### src/rtl/fp_addsub_if.sv
`default_nettype none
// ============================================================================
// fp_addsub_if : operand/result handshake bundle for fp_addsub_seq
// Revision 1.0
// ============================================================================
interface fp_addsub_if #(
   parameter int EXP_W = 4,
   parameter int MAN_W = 8
);
   logic                     in_valid;
   logic                     in_ready;
   logic [EXP_W+MAN_W:0]     in_a;
   logic [EXP_W+MAN_W:0]     in_b;
   logic                     op;
   logic                     out_valid;
   logic                     out_ready;
   logic [EXP_W+MAN_W:0]     out_result;
   logic                     ovf;
   logic                     unf;

   modport master (
      output in_valid, in_a, in_b, op, out_ready,
      input  in_ready, out_valid, out_result, ovf, unf
   );

   modport slave (
      input  in_valid, in_a, in_b, op, out_ready,
      output in_ready, out_valid, out_result, ovf, unf
   );
endinterface
`default_nettype wire

### src/rtl/fp_addsub_seq.sv
`default_nettype none
// ============================================================================
// fp_addsub_seq : multi-cycle add/subtract for {s,e,m} = (-1)^s * 0.m * 2^e
// Revision 1.0
// ============================================================================
module fp_addsub_seq #(
   parameter int EXP_W = 4,
   parameter int MAN_W = 8
) (
   input  wire logic   clk,
   input  wire logic   rst_n,
   fp_addsub_if.slave  bus
);
   localparam int W = 1 + EXP_W + MAN_W;

   typedef enum logic [2:0] {IDLE, ALIGN, ADD, NORM, DONE} state_t;
   state_t state, state_nx;

   logic             sl, ss, res_s, ovf_r, unf_r;
   logic [EXP_W-1:0] el, d, res_e;
   logic [MAN_W-1:0] ml, ms, res_m;

   // Operand ordering at capture; B sign flipped for subtraction.
   logic             b_s, swap, far;
   logic             cap_sl, cap_ss;
   logic [EXP_W-1:0] cap_el, cap_es, cap_d;
   logic [MAN_W-1:0] cap_ml, cap_ms;

   assign b_s    = bus.in_b[W-1] ^ bus.op;
   assign swap   = bus.in_b[W-2:0] > bus.in_a[W-2:0];
   assign cap_sl = swap ? b_s : bus.in_a[W-1];
   assign cap_ss = swap ? bus.in_a[W-1] : b_s;
   assign cap_el = swap ? bus.in_b[W-2:MAN_W] : bus.in_a[W-2:MAN_W];
   assign cap_es = swap ? bus.in_a[W-2:MAN_W] : bus.in_b[W-2:MAN_W];
   assign cap_ml = swap ? bus.in_b[MAN_W-1:0] : bus.in_a[MAN_W-1:0];
   assign cap_ms = swap ? bus.in_a[MAN_W-1:0] : bus.in_b[MAN_W-1:0];
   assign cap_d  = cap_el - cap_es;
   assign far    = {{(32-EXP_W){1'b0}}, cap_d} >= 32'(MAN_W);

   logic [MAN_W:0]   sum;
   logic [MAN_W-1:0] diff;
   logic             norm_exit;

   assign sum       = {1'b0, ml} + {1'b0, ms};
   assign diff      = ml - ms;
   assign norm_exit = res_m[MAN_W-1] || (res_m == '0) || (res_e == '0);

   always_ff @(posedge clk or negedge rst_n) begin
      if (!rst_n) state <= IDLE;
      else        state <= state_nx;
   end

   always_comb begin
      state_nx = state;
      case (state)
         IDLE:    if (bus.in_valid)     state_nx = ALIGN;
         ALIGN:   if (d == '0)          state_nx = ADD;
         ADD:                           state_nx = NORM;
         NORM:    if (norm_exit)        state_nx = DONE;
         DONE:    if (bus.out_ready)    state_nx = IDLE;
         default:                       state_nx = IDLE;
      endcase
   end

   always_ff @(posedge clk or negedge rst_n) begin
      if (!rst_n) begin
         sl <= 1'b0; ss <= 1'b0; el <= '0; d <= '0; ml <= '0; ms <= '0;
         res_s <= 1'b0; res_e <= '0; res_m <= '0; ovf_r <= 1'b0; unf_r <= 1'b0;
      end else begin
         case (state)
            IDLE: if (bus.in_valid) begin
               sl    <= cap_sl;
               ss    <= cap_ss;
               el    <= cap_el;
               ml    <= cap_ml;
               ms    <= far ? '0 : cap_ms;
               d     <= far ? '0 : cap_d;
               ovf_r <= 1'b0;
               unf_r <= 1'b0;
            end
            ALIGN: if (d != '0) begin
               ms <= ms >> 1;
               d  <= d - 1'b1;
            end
            ADD: begin
               if (sl == ss) begin
                  res_s <= sl;
                  if (sum[MAN_W]) begin
                     if (el == '1) begin
                        res_e <= '1;
                        res_m <= '1;
                        ovf_r <= 1'b1;
                     end else begin
                        res_e <= el + 1'b1;
                        res_m <= sum[MAN_W:1];
                     end
                  end else begin
                     res_e <= el;
                     res_m <= sum[MAN_W-1:0];
                  end
               end else if (diff == '0) begin
                  res_s <= 1'b0;
                  res_e <= '0;
                  res_m <= '0;
               end else begin
                  res_s <= sl;
                  res_e <= el;
                  res_m <= diff;
               end
            end
            NORM: begin
               if (norm_exit) begin
                  unf_r <= (res_e == '0) && (res_m != '0) && !res_m[MAN_W-1];
               end else begin
                  res_m <= res_m << 1;
                  res_e <= res_e - 1'b1;
               end
            end
            default: ;
         endcase
      end
   end

   assign bus.in_ready   = (state == IDLE);
   assign bus.out_valid  = (state == DONE);
   assign bus.out_result = {res_s, res_e, res_m};
   assign bus.ovf        = ovf_r;
   assign bus.unf        = unf_r;
endmodule
`default_nettype wire

### src/flat_wrapper.sv
// flat-port wrapper written by rule: the top's interface ports become plain ports
module fp_addsub_seq_flat 
#(
   parameter int EXP_W = 4,
   parameter int MAN_W = 8
)
  (clk, rst_n, bus_in_valid, bus_in_a, bus_in_b, bus_op, bus_out_ready, bus_in_ready, bus_out_valid, bus_out_result, bus_ovf, bus_unf);
  fp_addsub_if #(.EXP_W(EXP_W), .MAN_W(MAN_W)) bus_i ();
  input  wire logic clk;
  input  wire logic rst_n;
  input wire logic [$bits(bus_i.in_valid)-1:0] bus_in_valid;
  input wire logic [$bits(bus_i.in_a)-1:0] bus_in_a;
  input wire logic [$bits(bus_i.in_b)-1:0] bus_in_b;
  input wire logic [$bits(bus_i.op)-1:0] bus_op;
  input wire logic [$bits(bus_i.out_ready)-1:0] bus_out_ready;
  output wire logic [$bits(bus_i.in_ready)-1:0] bus_in_ready;
  output wire logic [$bits(bus_i.out_valid)-1:0] bus_out_valid;
  output wire logic [$bits(bus_i.out_result)-1:0] bus_out_result;
  output wire logic [$bits(bus_i.ovf)-1:0] bus_ovf;
  output wire logic [$bits(bus_i.unf)-1:0] bus_unf;
  assign bus_i.in_valid = bus_in_valid;
  assign bus_i.in_a = bus_in_a;
  assign bus_i.in_b = bus_in_b;
  assign bus_i.op = bus_op;
  assign bus_i.out_ready = bus_out_ready;
  assign bus_in_ready = bus_i.in_ready;
  assign bus_out_valid = bus_i.out_valid;
  assign bus_out_result = bus_i.out_result;
  assign bus_ovf = bus_i.ovf;
  assign bus_unf = bus_i.unf;
  fp_addsub_seq #(.EXP_W(EXP_W), .MAN_W(MAN_W)) u_core (.clk(clk), .rst_n(rst_n), .bus(bus_i));
endmodule
### config.mk
export PLATFORM = sky130hd
export DESIGN_NAME = fp_addsub_seq_flat
export DESIGN_NICKNAME = d
export VERILOG_FILES = /design/src/rtl/fp_addsub_if.sv /design/src/rtl/fp_addsub_seq.sv /design/src/flat_wrapper.sv
export SDC_FILE = /design/constraint.sdc
export NUM_CORES = 1
export LEC_CHECK = 0
export BUFFER_PORTS_ARGS = -buffer_cell sky130_fd_sc_hd__buf_2
export CAP_MARGIN = 0
export CORE_MARGIN = 4
export CORE_UTILIZATION = 31
export CTS_CLUSTER_DIAMETER = 150
export DETAILED_ROUTE_END_ITERATION = 16
export PLACE_DENSITY = 0.48
export SLEW_MARGIN = 20
export SYNTH_ARGS = -nofsm -noshare
export SYNTH_HDL_FRONTEND = slang
export SYNTH_SLANG_ARGS = --single-unit
### constraint.sdc
create_clock -name clk -period 3.7 [get_ports clk]
set_input_delay 0.555 -clock clk [delete_from_list [all_inputs] [get_ports clk]]
set_output_delay 0.555 -clock clk [all_outputs]
set_load 0.01 [all_outputs]
==> metrics.txt <==
status=finished clean; clk sinks=44; gpl congestion=0.811; critical path capture point type=register; final instance area=4240 um2; Root Buffer=clkbuf_16; Final setup viols=0; Startpoint Class=input pin; fraction of layout cells with a size suffix above 1=14.1%; worst min path class=input pin to async pin; area growth from synthesis to layout=15.1%; Port Buffer Count=47; most used routing layer=met2; cts bufs inserted=5; Slew @ Worst Pin=759 ps; Rows=39; placed insts=640; Synth cell types=54; largest net degree at the start of global routing=45; Ys Warns=0; vias=3258; Final period util=between 80% and 90%; CP required=3880 ps; synthesized area=3680 um2; fill count=1215; reported net switching power=1.81 mW; drt initial violations=about 190; Placed Instance Area=just over 4000 um2; Die Y=117 um; Sw Ratio=approximately 48%; # Post-CTS Setup Buffers=0; TNS Setup=0 ps; sequential element share of the synthesized area=29.9%; Layout Cells excl Fill=648; Combinational Power Share=61.1%; # IOs=48; WS Path Type=input pin to register; Pwr Total=3.80 mW; antenna violations before repair=0; # hold bufs at CTS=0; highest clock rate=around 310 MHz; Syn Inst Count=464; pre-CTS WS=127 ps; global-route wire length before repair=16000 um; Synth Area per Inst=7.93 um2; Setup Skew=5.61 ps; Post-synth ARST share=100%; RSZ-0062 raised after global routing=no; largest cells by area after synthesis=dfrtp_1 (30%), ha_1 (11%), nor2_1 (6.1%); final hold viol count=0; cell taking the most area after synthesis=dfrtp_1; vias in the first global route=3227; Internal Power=1.99 mW; crit path max fanout=11; DRT Wirelength=9410 um; Clock power frac=14.0%; max_cap viols=0; Worst-path clk slew=70 ps; setup ws final=443 ps; worst rel slew slack=49.0%; EDFF count, synth=0; Pre-antenna DRT Iters=4; dpl hpwl=7550 um; met2 GRT Util=24.6%; die area=approximately 14000 um2; Power per Cell Area=898 nW/um2; Max VDD drop=0.273 mV; grt total ovfl=0; M1 GR Usage=about 20%; core area=11500 um2; CTS H-tree depth=2; DRC errors left=0; Leak=1.99 nW; nets=568; Data arrival, critical path=3430 ps; Routed Antenna Nets=0; minimum clock period=3260 ps; Via density=5.03; Initial Utilization=32.0%; Max clock buf depth=2; clock latency on the worst-skew pair=280 ps; share of the synthesized area in the top cell type=around 30%; Tot GR Track Use=14.6%; wire per inst=about 15 um; CTS tree=yes; GRT met3 Usage=2.06%; Mapped Nets=528; fin. max-slew vios=0; post-cts sizing count=0; Die W=117 um; ant diodes=0; flops & latches, synth=44; Synth Flop Type=dfrtp_1; part of the power in registers=roughly a quarter
## layout make-up
class | count | area [um2] | area share, %
Multi-Input combinational cell | 367 | 2370 | 55.9
Sequential cell | 44 | 1100 | 26.0
Timing Repair Buffer | 54 | 290 | 6.85
Tap cell | 143 | 179 | 4.22
Clock buffer | 6 | 139 | 3.28
Inverter | 32 | 120 | 2.84
Clock inverter | 2 | 38.8 | 0.916
## layer usage
layer  vias to the layer above  part of all wire (%)  routed length (um)
li1                       1715                     -                   -
met1                      1479                    51                4820
met4                         0                  0.53                  50
met2                        59                    44                4180
met3                         5                   3.8                 360
met5                         -                     0                   0
## path summary, 6_finish.rpt
kind                              startpoint              end  slack [ps]  cells past startpoint
worst max register to register  u_core.ms[0]     u_core.res_s         600                     10
worst min register to register  u_core.res_s     u_core.res_s         480                      2
worst max-delay path             bus_in_a[5]      u_core.d[0]         440                     12
worst min-delay path                   rst_n  u_core.res_e[0]         270                      1
max in group asynchronous              rst_n     u_core.ml[1]        3030                      1
min in group clk                u_core.res_s     u_core.res_s         480                      2
## registers in the layout, indices dropped and copies added, names as in the netlist
name,flops
u_core.ml,8
u_core.ms,8
u_core.res_m,8
u_core.d,4
u_core.el,4
u_core.res_e,4
u_core.state,3
u_core.bus.ovf,1
u_core.bus.unf,1
u_core.res_s,1
u_core.sl,1
u_core.ss,1
## logic make-up (layout without fill, tap and decap cells)
group / after synthesis / in the layout / share of synthesized area [%]
compound gates: 119 / 119 / 20.2
xor+xnor: 14 / 14 / 3.33
fa+ha+maj: 33 / 33 / 11.6
buf+inv: 53 / 94 / 5.92
flops: 44 / 44 / 29.9
mux: 22 / 22 / 6.22
simple gates: 179 / 179 / 22.8
## power by group through the flow
stage	Clock (mW)	Sequential [mW]	Combinational, mW
4_1_cts	0.551	0.950	2.34
5_1_grt	0.573	0.992	2.66
3_3_place_gp	0	0.950	2.31
6_report	0.534	0.947	2.32
3_5_place_dp	0	0.959	2.33
2_1_floorplan	0	0.918	1.75
## synth_stat cells (all sizes together), types with 2 or more instances
cell and count:
a21oi 32, o2bb2ai 2, ha 31, nand4 2, mux2i 21, clkbuf 13
nand3b 3, xnor2 9, o211ai 6, nand3 17, a311oi 2, or2 2
a21o 2, fa 2, o31ai 8, a211oi 2, o21bai 2, nor2b 6
o21ai 35, nor4 2, and3b 2, dfrtp 44, or3 2, a31oi 12
nor2 60, nor3 12, xor2 5, nand2b 5, a22oi 2, o22a 3
a221o 2, nand2 49, and2 4, and3 4, inv 32, o221ai 2
buf 8, nor3b 6
## worst max-delay path, cell delays in order
cell and delay [ps]:
buf_2 90, inv_1 50, ha_1 290, a21o_1 180, a221o_1 320, a221o_1 340
o22a_1 350, mux2i_2 240, a311oi_2 270, buf_4 250, mux2_4 310, o22a_1 170
## per-stage QoR
step	utilization, %	hold slack, ps
3_5_place_dp	35.2	476
5_1_grt	36.8	327
2_1_floorplan	-	259
3_3_place_gp	35.2	455
6_report	36.8	267
4_1_cts	36.8	491
## cells in the final DEF, fill, tap and decap left out, drive strengths merged, types with 4 or more instances in the layout
cell type  instances
a21oi             32
a31oi             12
and2               4
and3               4
buf               54
clkbuf             6
dfrtp             44
ha                31
inv               32
mux2i             21
nand2             49
nand2b             5
nand3             17
nor2              60
nor2b              6
nor3              12
nor3b              6
o211ai             6
o21ai             35
o31ai              8
xnor2              9
xor2               5
(Power assumes the default switching activity.)
